==> src/rtl/accel_spi_reader.sv <==
// Accelerometer SPI reader: writes the sensor setup registers after reset, then reads the
// 10-bit X-axis sample over mode-3 SPI whenever the data-ready interrupt is high in IDLE.
module accel_spi_reader #(
    parameter int unsigned CLK_DIV = 8,
    parameter int unsigned CS_GAP  = 32
) (
    input  logic       iCLK,
    input  logic       iRSTN,
    input  logic       iG_INT1,
    input  logic       iSPI_SDI,
    output logic       oSPI_CSN,
    output logic       oSPI_CLK,
    output logic       oSPI_SDO,
    output logic [9:0] oDIG,
    output logic       oDATA_INT
);
    localparam int unsigned GW = $clog2(CS_GAP + 2);

    typedef enum logic [2:0] {
        StInit,
        StInitGap,
        StIdle,
        StRead,
        StReadGap
    } state_e;

    state_e        r_state;
    logic [1:0]    r_idx;
    logic          r_int_meta;
    logic          r_int_sync;
    logic [7:0]    r_div;
    logic [5:0]    r_edge;
    logic [GW-1:0] r_gap;
    logic [23:0]   r_tx;
    logic [15:0]   r_rx;
    logic          r_csn;
    logic          r_sclk;
    logic          r_sdo;
    logic          r_dint;
    logic [9:0]    r_dig;

    logic [15:0] w_word;
    logic [5:0]  w_last_edge;
    logic        w_tick;
    logic        w_is_read;

    always_comb begin
        w_word = 16'h3100;
        case (r_idx)
            2'd0: w_word = 16'h3100;
            2'd1: w_word = 16'h2C0A;
            2'd2: w_word = 16'h2E80;
            2'd3: w_word = 16'h2D08;
        endcase
    end

    assign w_is_read   = (r_state == StRead);
    // Edge 2B (even) is the chip-select release, CLK_DIV cycles after the last rise.
    assign w_last_edge = w_is_read ? 6'd48 : 6'd32;
    assign w_tick      = (r_div == 8'(CLK_DIV - 1));

    always_ff @(posedge iCLK or negedge iRSTN) begin
        if (!iRSTN) begin
            r_state    <= StInit;
            r_idx      <= 2'd0;
            r_int_meta <= 1'b0;
            r_int_sync <= 1'b0;
            r_div      <= 8'd0;
            r_edge     <= 6'd0;
            r_gap      <= '0;
            r_tx       <= 24'd0;
            r_rx       <= 16'd0;
            r_csn      <= 1'b1;
            r_sclk     <= 1'b1;
            r_sdo      <= 1'b0;
            r_dint     <= 1'b0;
            r_dig      <= 10'd0;
        end else begin
            r_int_meta <= iG_INT1;
            r_int_sync <= r_int_meta;
            case (r_state)
                StInit, StRead: begin
                    if (r_csn) begin
                        // Entry cycle: drop chip select and present the first bit.
                        r_csn  <= 1'b0;
                        r_div  <= 8'd0;
                        r_edge <= 6'd0;
                        if (w_is_read) begin
                            r_sdo  <= 1'b1;
                            r_tx   <= {7'h72, 17'h0};
                            r_dint <= 1'b1;
                        end else begin
                            r_sdo <= w_word[15];
                            r_tx  <= {w_word[14:0], 9'h0};
                        end
                    end else if (w_tick) begin
                        r_div  <= 8'd0;
                        r_edge <= r_edge + 6'd1;
                        if (r_edge == w_last_edge) begin
                            r_csn  <= 1'b1;
                            r_sclk <= 1'b1;
                            r_sdo  <= 1'b0;
                            r_gap  <= '0;
                            if (w_is_read) begin
                                r_dig   <= {r_rx[1:0], r_rx[15:8]};
                                r_dint  <= 1'b0;
                                r_state <= StReadGap;
                            end else begin
                                r_state <= StInitGap;
                            end
                        end else if (!r_edge[0]) begin
                            r_sclk <= 1'b0;
                            // The first bit is already on the line from the entry cycle.
                            if (r_edge != 6'd0) begin
                                r_sdo <= r_tx[23];
                                r_tx  <= {r_tx[22:0], 1'b0};
                            end
                        end else begin
                            r_sclk <= 1'b1;
                            r_rx   <= {r_rx[14:0], iSPI_SDI};
                        end
                    end else begin
                        r_div <= r_div + 8'd1;
                    end
                end
                StInitGap: begin
                    if (r_gap == GW'(CS_GAP)) begin
                        r_idx   <= r_idx + 2'd1;
                        r_state <= (r_idx == 2'd3) ? StIdle : StInit;
                    end else begin
                        r_gap <= r_gap + GW'(1);
                    end
                end
                StIdle: begin
                    if (r_int_sync) begin
                        r_state <= StRead;
                    end
                end
                StReadGap: begin
                    if (r_gap == GW'(CS_GAP)) begin
                        r_state <= StIdle;
                    end else begin
                        r_gap <= r_gap + GW'(1);
                    end
                end
                default: r_state <= StInit;
            endcase
        end
    end

    assign oSPI_CSN  = r_csn;
    assign oSPI_CLK  = r_sclk;
    assign oSPI_SDO  = r_sdo;
    assign oDIG      = r_dig;
    assign oDATA_INT = r_dint;

endmodule

==> config.mk <==
export PLATFORM = sky130hd
export DESIGN_NAME = accel_spi_reader
export DESIGN_NICKNAME = d
export VERILOG_FILES = /design/src/rtl/accel_spi_reader.sv
export SDC_FILE = /design/constraint.sdc
export NUM_CORES = 1
export LEC_CHECK = 0
export ABC_CLOCK_PERIOD_IN_PS = 5230
export CAP_MARGIN = 25
export CORE_MARGIN = 5
export CORE_UTILIZATION = 55
export CTS_CLUSTER_SIZE = 12
export DETAILED_ROUTE_END_ITERATION = 7
export GPL_TIMING_DRIVEN = 0
export PLACE_DENSITY = 0.74
export SLEW_MARGIN = 5
export SYNTH_ARGS = -nofsm -noshare
export SYNTH_HDL_FRONTEND = slang
export SYNTH_SLANG_ARGS = --single-unit
==> constraint.sdc <==
create_clock -name iCLK -period 5.23 [get_ports iCLK]
set_clock_uncertainty 0.15 [all_clocks]
set_input_delay 0.7845 -clock iCLK [delete_from_list [all_inputs] [get_ports iCLK]]
set_output_delay 0.7845 -clock iCLK [all_outputs]
set_load 0.05 [all_outputs]
==> results of run 1 <==
==> flip-flops by register name, summed over array words and instances (netlist names), 2 cells and up <==
register,flops
r_rx,16
r_tx,14
oDIG,10
r_div,8
r_edge,6
r_gap,6
r_state,3
r_idx,2
==> cell families after synthesis <==
family	after synthesis
compound gates	67
xor+xnor	8
fa+ha+maj	10
buf+inv	28
flops	71
mux	31
simple gates	99
==> through the flow <==
| step | instances | area [sq um] | hold slack (ps) | setup slack [ps] | total power, mW |
|---|---|---|---|---|---|
| 3_3_place_gp | 406 | 3630 | 187.1 | 843.9 | 0.5771 |
| 6_report | 423 | 3910 | 143.6 | 2444 | 1.115 |
| 2_1_floorplan | 314 | 3366 | 181.2 | 2758 | 0.5637 |
| 4_1_cts | 423 | 3910 | 141.1 | 2429 | 1.126 |
| 3_5_place_dp | 407 | 3655 | 204.2 | 2462 | 0.5794 |
| 5_1_grt | 423 | 3910 | 144.1 | 2292 | 1.159 |
==> power groups by stage <==
stage | Combinational, mW | Clock, mW | Sequential (mW)
floorplan | 0.00106 | 0 | 0.563
global placement | 0.0142 | 0 | 0.563
detailed placement | 0.0166 | 0 | 0.563
CTS | 0.0167 | 0.557 | 0.552
global route | 0.0185 | 0.588 | 0.552
finish | 0.0157 | 0.547 | 0.552
==> cell type report <==
type / instances / area (sq um)
clock buffers: 11 / 151.4
repair buffers: 18 / 195.2
plain buffers: 17 / 72.57
clock inverters: 5 / 103.9
well taps: 75 / 93.84
inverters: 11 / 41.29
fillers: 466 / 2011
multi-input cells: 215 / 1473
flip-flops and latches: 71 / 1779
==> metal layers <==
metal | GRT usage (%) | vias to the layer above | part of all wire (%)
li1 | - | 1166 | -
met1 | 25.99 | 1176 | 47
met2 | 29.30 | 39 | 47
met3 | 3.818 | 12 | 3.4
met4 | 8.516 | 0 | 1.9
met5 | 0 | - | 0
==> placed cells by master, fill, tap and decap left out, types with 3 or more instances in the layout <==
| cell type | n |
|---|---|
| o21ai_1 | 22 |
| and3_1 | 4 |
| ha_1 | 10 |
| buf_2 | 7 |
| clkdlybuf4s50_1 | 16 |
| nor3_1 | 7 |
| dfrtp_1 | 69 |
| a31o_1 | 5 |
| a21oi_1 | 17 |
| nor4_1 | 3 |
| xor2_1 | 5 |
| nor2_1 | 28 |
| mux2_1 | 31 |
| nand2_1 | 19 |
| or2_1 | 4 |
| xnor2_1 | 3 |
| or4_1 | 3 |
| inv_1 | 10 |
| o21ai_0 | 6 |
| a211oi_1 | 3 |
| nor2b_1 | 5 |
| bufinv_16 | 3 |
| clkbuf_1 | 10 |
| nand2b_1 | 4 |
| clkbuf_8 | 11 |
| a31oi_1 | 3 |
| nand3_1 | 9 |
==> worst paths after layout <==
path	start	to	depth (start not counted)
worst max-delay path	r_state[2]	r_rx[5]	8
worst min-delay path	iRSTN	oDIG[2]	1
worst min register to register	r_int_meta	r_int_sync	0
max in group asynchronous	iRSTN	oSPI_CSN	2
worst max register to register	r_state[2]	r_rx[5]	8
min in group iCLK	r_int_meta	r_int_sync	0
==> cell usage after synthesis, drive strengths merged (3+ instances only) <==
cell and instances:
a211oi 3, a21oi 17, a31o 5, a31oi 3
and3 4, buf 7, clkbuf 10, dfrtp 69
ha 10, inv 11, mux2 31, nand2 19
nand2b 4, nand3 10, nor2 29, nor2b 5
nor3 7, nor4 3, o21ai 28, o31ai 3
or2 4, or4 4, xnor2 3, xor2 5
==> critical path: cells and delay by family, from the launching register on <==
family	cells	cell delay (ps)
simple gates	3	730
flops	1	360
buf+inv	3	750
xor+xnor	1	350
mux	1	330
==> flow_summary.rst, run 1 <==
.. list-table::
   :header-rows: 1

   * - Metric
     - Value
   * - TNS Setup
     - 0 ps
   * - Post-CTS Repair Setup Buffers
     - 0
   * - Maximum clock frequency
     - 0.3589 GHz
   * - Top cells by area in the synthesized netlist
     - dfrtp_1 (51%), mux2_1 (10%), ha_1 (3.7%)
   * - Sum of overflow across all layers after global routing
     - 0
   * - Crit Path Max Fanout
     - 10
   * - Die Wd
     - 88.23 um
   * - CTS HTree Levels
     - 3
   * - Largest family of logic cells by synthesized area
     - simple AND/OR/NAND/NOR gates
   * - Mapped Area
     - 0.003366 sq mm
   * - Mux contribution to synthesized area
     - 10.37%
   * - Clock insertion delay at the later pin of the skew report
     - 350 ps
   * - Post-CTS Resized
     - 0
   * - CP max stage delay
     - 360 ps
   * - Overall via count from detail_route
     - 2,393
   * - Power per cell area
     - 285.2 mW/mm^2
   * - Buffer levels on the longest clock path
     - 2
   * - Total internal power
     - 898.6 uW
   * - Reg power frac
     - 49.5%
   * - Clock tree from TritonCTS
     - done
   * - GR Util All Layers
     - 18.95%
   * - Routed WL
     - 6.366 mm
   * - Pin count of the biggest net entering global routing
     - 56
   * - Required time of the critical path
     - 5310 ps
   * - Number of placed I/O pins
     - 18
   * - Slew @ Worst Pin
     - 932.3 ps
   * - Number of buffers added by the clock tree synthesis step
     - 9
   * - Hpwl dp
     - 4.312 mm
   * - Net switching power
     - 216.5 uW
   * - Cell at the root of the clock tree
     - clkbuf_8
   * - Compound-gate portion of the synthesized area
     - 12.53%
   * - Worst supply voltage drop on vdd
     - 203.7 uV
   * - Starting density of the core
     - 56.85%
   * - Slew HR
     - 37.27%
   * - Setup slack of the worst register-to-register path
     - 2440 ps
   * - Flop and latch count out of synthesis
     - 71
   * - Number of flops mapped to enable cells by yosys
     - 0
   * - Kind of start point of the critical path
     - register
   * - Final critical delay including setup and external delays
     - 2786 ps
   * - Switching Share
     - 19.41%
   * - Synthesized Nets
     - 328
   * - Final count of pins violating max slew
     - 0
   * - Number of optimization iterations in the first detailed-route pass
     - 4
   * - Core Rows
     - 28
   * - Area growth from synthesis to layout
     - 16.17%
   * - Type of the tightest min-delay check
     - in -> async
   * - Share of the core filled with cells in the final layout
     - 66.04%
   * - Antenna violations before repair
     - 0
   * - Hold violation count in the final report
     - 0
   * - Average wire per standard cell
     - 15.05 um
   * - Leakage power
     - 1.827 nW
   * - Dominant synthesized flop cell
     - dfrtp_1
   * - Combinational share of power
     - 1.4%
   * - Crit-path most repeated cell
     - clkbuf_1
   * - Number of distinct library cell variants in the gate-level netlist after synthesis
     - 45
   * - Final estimated routing congestion in global placement
     - 0.7948
   * - Number of clock sinks
     - 71
   * - Fraction of synthesis flops using an asynchronous set or reset pin
     - 100.0%
   * - Count of buffers inserted at the top-level ports
     - 17
   * - Final routed DRC violation total
     - 0
   * - Violation count after the first detailed-routing iteration
     - 141
   * - Arithmetic-cell share of the synthesized area counting full adders, half adders and majority gates
     - 3.717%
   * - Reported max-cap violation count
     - 0
   * - Simple-gate share of the synthesized area
     - 15.06%
   * - Antenna Cells
     - 0
   * - Share of layout cells above drive strength 1
     - 9.483%
   * - Signal arrival time at the worst endpoint
     - 2870 ps
   * - Post-synthesis sequential area ratio
     - 52.86%
   * - Finish-stage setup viols
     - 0
   * - Kind of capture point of the worst setup path
     - register
   * - # nets final
     - 357
   * - Post-synthesis xor/xnor area fraction
     - 2.082%
   * - Post-CTS Hold Buffers
     - 0
   * - Vias per cell
     - 5.657
   * - Detail Route Antenna Nets
     - 0
   * - Sequence of cells on the critical path
     - clkbuf_1 > nand3b_1 > xnor2_1 > or2_1 > clkbuf_1 > nand3_2 > buf_2 > mux2_1
   * - Warning count from the yosys run
     - 0
   * - Most area-hungry cell type in the Yosys netlist
     - dfrtp_1
   * - Global-route wire length before repair
     - 11.32 mm
   * - Via count of the first global-routing pass
     - 2,409
   * - RSZ-0062 raised after global routing
     - no
   * - Outcome
     - complete, no violations
   * - Floorplan die area
     - 0.007784 sq mm
   * - Chip height
     - 88.23 um
   * - Path type of the worst setup path
     - reg -> reg
   * - Standard cell with the maximum stage delay on the critical path
     - dfrtp_1
   * - Core region area
     - 0.005921 sq mm
   * - Share of power burned in the clock network
     - 49.1%
   * - Period Utilization, post-route
     - 53.27%
   * - CTS clock-pin slew for the worst setup and hold paths
     - 70 ps
   * - Avg Synthesized Cell Area
     - 10.72 sq um
   * - Cells after synthesis
     - 314
   * - Yosys top cell area share
     - 51.30%
(Power assumes the default switching activity.)
==> run 2, diff against run 1 <==
--- a/config.mk
+++ b/config.mk
@@ -5,14 +5,14 @@
 export SDC_FILE = /design/constraint.sdc
 export NUM_CORES = 1
 export LEC_CHECK = 0
-export ABC_CLOCK_PERIOD_IN_PS = 5230
+export ABC_CLOCK_PERIOD_IN_PS = 2500
 export CAP_MARGIN = 25
 export CORE_MARGIN = 5
-export CORE_UTILIZATION = 55
+export CORE_UTILIZATION = 53
 export CTS_CLUSTER_SIZE = 12
 export DETAILED_ROUTE_END_ITERATION = 7
 export GPL_TIMING_DRIVEN = 0
-export PLACE_DENSITY = 0.74
+export PLACE_DENSITY = 0.75
 export SLEW_MARGIN = 5
 export SYNTH_ARGS = -nofsm -noshare
 export SYNTH_HDL_FRONTEND = slang
==> constraint.sdc (replaced) <==
create_clock -name iCLK -period 2.5 [get_ports iCLK]
set_clock_uncertainty 0.15 [all_clocks]
set_input_delay 0.375 -clock iCLK [delete_from_list [all_inputs] [get_ports iCLK]]
set_output_delay 0.375 -clock iCLK [all_outputs]
set_load 0.05 [all_outputs]
==> flow_summary.rst, run 2 (synthesis gave the netlist of run 1 again) <==
.. list-table::
   :header-rows: 1

   * - Metric
     - Value
   * - Vias per cell
     - 5.557 (-1.8%)
   * - Clock tree from TritonCTS
     - done
   * - Finished Cell Area
     - 0.004041 sq mm (+3.4%)
   * - Sum of overflow across all layers after global routing
     - 0 (unchanged)
   * - Critical path buffer and inverter count
     - 1 (-2)
   * - Outcome
     - complete, no violations
   * - Crit-path most repeated cell
     - or4_4
   * - Global-route wire length before repair
     - 11.05 mm (-2.4%)
   * - Crit Path Max Fanout
     - 6 (-4)
   * - Sequence of cells on the critical path
     - or4_4 > or4_4 > buf_6 > o32a_4 > o21ai_2 > o31ai_1
   * - Final count of pins violating max slew
     - 0 (unchanged)
   * - Clock insertion delay at the later pin of the skew report
     - 340 ps (about the same)
   * - GR Util All Layers
     - 17.77% (-1.2 points)
   * - RSZ-0062 raised after global routing
     - yes
   * - Final routed DRC violation total
     - 0 (unchanged)
   * - Register with the most flip-flops
     - r_rx
   * - Required time of the critical path
     - 2570 ps (-2740 ps)
   * - Number of clock sinks
     - 71 (unchanged)
   * - Antenna Cells
     - 0 (unchanged)
   * - Core region area
     - 0.006277 sq mm (+6.0%)
   * - Power per cell area
     - 513.4 mW/mm^2 (+80%)
   * - Slew HR
     - 40.21% (+2.9 points)
   * - Pin count of the biggest net entering global routing
     - 52 (-7.1%)
   * - Hpwl dp
     - 4.268 mm (-1.0%)
   * - Chip height
     - 89.69 um (+1.7%)
   * - Cell family with most CP delay
     - simple AND/OR/NAND/NOR gates
   * - CTS clock-pin slew for the worst setup and hold paths
     - 80 ps (about the same)
   * - Signal arrival time at the worst endpoint
     - 2530 ps (-340 ps)
   * - Standard cell with the maximum stage delay on the critical path
     - or4_4
   * - Highest-count cells in the layout ignoring fill and taps
     - dfrtp_1 (68), mux2_1 (31), nor2_1 (28)
   * - Starting density of the core
     - 53.62% (-3.2 points)
   * - Finish-stage setup viols
     - 0 (unchanged)
   * - Area growth from synthesis to layout
     - 20.07%
   * - Die Wd
     - 89.69 um (+1.7%)
   * - Kind of capture point of the worst setup path
     - register
   * - Number of placed I/O pins
     - 18 (unchanged)
   * - Combinational share of power
     - 1.6% (+0.2 points)
   * - Wire length on met3
     - 143 um (-33%)
   * - # nets final
     - 370 (+3.6%)
   * - Buffer levels on the longest clock path
     - 2 (unchanged)
   * - Number of buffers added by the clock tree synthesis step
     - 9 (unchanged)
   * - Leakage power
     - 1.893 nW (+3.6%)
   * - Switching Share
     - 21.87% (+2.5 points)
   * - Violation count after the first detailed-routing iteration
     - 130 (-7.8%)
   * - Type of the tightest min-delay check
     - reg -> reg
   * - CP max stage delay
     - 580 ps (+220 ps)
   * - Core Rows
     - 29 (+3.6%)
   * - Total internal power
     - 1.621 mW (+80%)
   * - Count of buffers inserted at the top-level ports
     - 17 (unchanged)
   * - CTS HTree Levels
     - 3 (unchanged)
   * - Path type of the worst setup path
     - reg -> reg
   * - Final critical delay including setup and external delays
     - 2460 ps (-326.3 ps)
   * - Routed WL
     - 6.360 mm (about the same)
   * - Cell at the root of the clock tree
     - clkbuf_8
   * - Worst supply voltage drop on vdd
     - 351.1 uV (+72%)
   * - Critical Path Source
     - r_div[5]
   * - Routed metal-1 wire length
     - 2.965 mm (-1.4%)
   * - Flip-flop count of the largest register after layout
     - 16 (unchanged)
   * - Antenna violations before repair
     - 0 (unchanged)
   * - Final estimated routing congestion in global placement
     - 0.8014 (+0.83%)
   * - Hold_sp
     - r_int_meta
   * - Overall via count from detail_route
     - 2,434 (+1.7%)
   * - Share of the core filled with cells in the final layout
     - 64.38% (-1.7 points)
   * - DR top layer
     - met4
   * - Net switching power
     - 453.7 uW (+110%)
   * - Average wire per standard cell
     - 14.52 um (-3.5%)
   * - Number of optimization iterations in the first detailed-route pass
     - 4 (unchanged)
   * - Share of layout cells above drive strength 1
     - 15.79% (+6.3 points)
   * - Reported max-cap violation count
     - 0 (unchanged)
   * - Most frequent standard cell in the layout excluding fill and tap cells
     - dfrtp_1
   * - Reg power frac
     - 55.7% (+6.2 points)
   * - Hold violation count in the final report
     - 0 (unchanged)
   * - Share of power burned in the clock network
     - 42.7% (-6.4 points)
   * - Met2 wire length
     - 3.122 mm (+3.4%)
   * - Detail Route Antenna Nets
     - 0 (unchanged)
   * - Kind of start point of the critical path
     - register
   * - Via count of the first global-routing pass
     - 2,389 (-0.83%)
   * - Placement Cell Area
     - 0.003657 sq mm (about the same)
   * - Maximum clock frequency
     - 0.4065 GHz (+13%)
   * - Worst r2r src
     - r_div[5]
   * - Slew @ Worst Pin
     - 888.6 ps (-43.72 ps)
   * - Period Utilization, post-route
     - 98.39% (+45 points)
   * - Floorplan die area
     - 0.008044 sq mm (+3.3%)
-- run 2: cell count changes in the layout (fill, tap and decap cells not counted), sizes merged --
cell	previous run	this run
clkinvlp	0	1
clkinv	2	4
dlygate4sd3	0	1
buf	9	22
bufinv	3	1
clkbuf	21	19
-- run 2: power groups by stage --
| stage | Clock, mW | Sequential [mW] | Combinational, mW |
|---|---|---|---|
| detailed placement | 0 | 1.18 | 0.0349 |
| global placement | 0 | 1.18 | 0.0296 |
| floorplan | 0 | 1.18 | 0.00221 |
| CTS | 0.901 | 1.16 | 0.0362 |
| global route | 0.953 | 1.16 | 0.0405 |
| finish | 0.885 | 1.16 | 0.0341 |
-- run 2: layout make-up --
cell class	instances	area, sq um
well taps	77	96.34
flip-flops and latches	71	1780
repair buffers	32	302.8
fillers	494	2236
inverters	11	41.29
clock buffers	10	127.6
clock inverters	6	61.31
plain buffers	16	90.09
multi-input cells	215	1541
-- run 2: per-stage QoR --
stage	instances	power, mW	hold slack, ps	TNS, ps	setup slack, ps
2_1_floorplan	314	1.179	-70.59	0	27.86
3_3_place_gp	408	1.207	187.9	-105510	-1453
3_5_place_dp	409	1.213	130.9	-5112	-295.9
4_1_cts	431	2.092	216.5	0	3.339
5_1_grt	438	2.149	232.6	-190.2	-43.64
6_report	438	2.075	209.6	0	40.24
-- run 2: repair_timing --
item / in CTS / in global routing
gates resized for setup: 12 / 12
buffers inserted: 5 / 8
pin swaps: 3 / 4
hold buffers: 1 / 0
hold endpoints to repair: 19 / 0
setup endpoints to repair: 44 / 30
-- run 2: path summary, 6_finish.rpt --
check / depth (start not counted) / slack [ps] / end
worst max-delay path: 6 / 40 / r_gap[3]
worst min-delay path: 0 / 210 / r_int_sync
worst max register to register: 6 / 40 / r_gap[3]
worst min register to register: 0 / 210 / r_int_sync
max in group asynchronous: 3 / 1320 / oSPI_CLK
min in group asynchronous: 2 / 310 / r_rx[3]
-- run 2: routing by layer --
layer	GRT usage (%)	up-vias
met5	0	-
met3	3.741	14
li1	-	1194
met4	7.442	0
met2	27.99	33
met1	23.93	1193
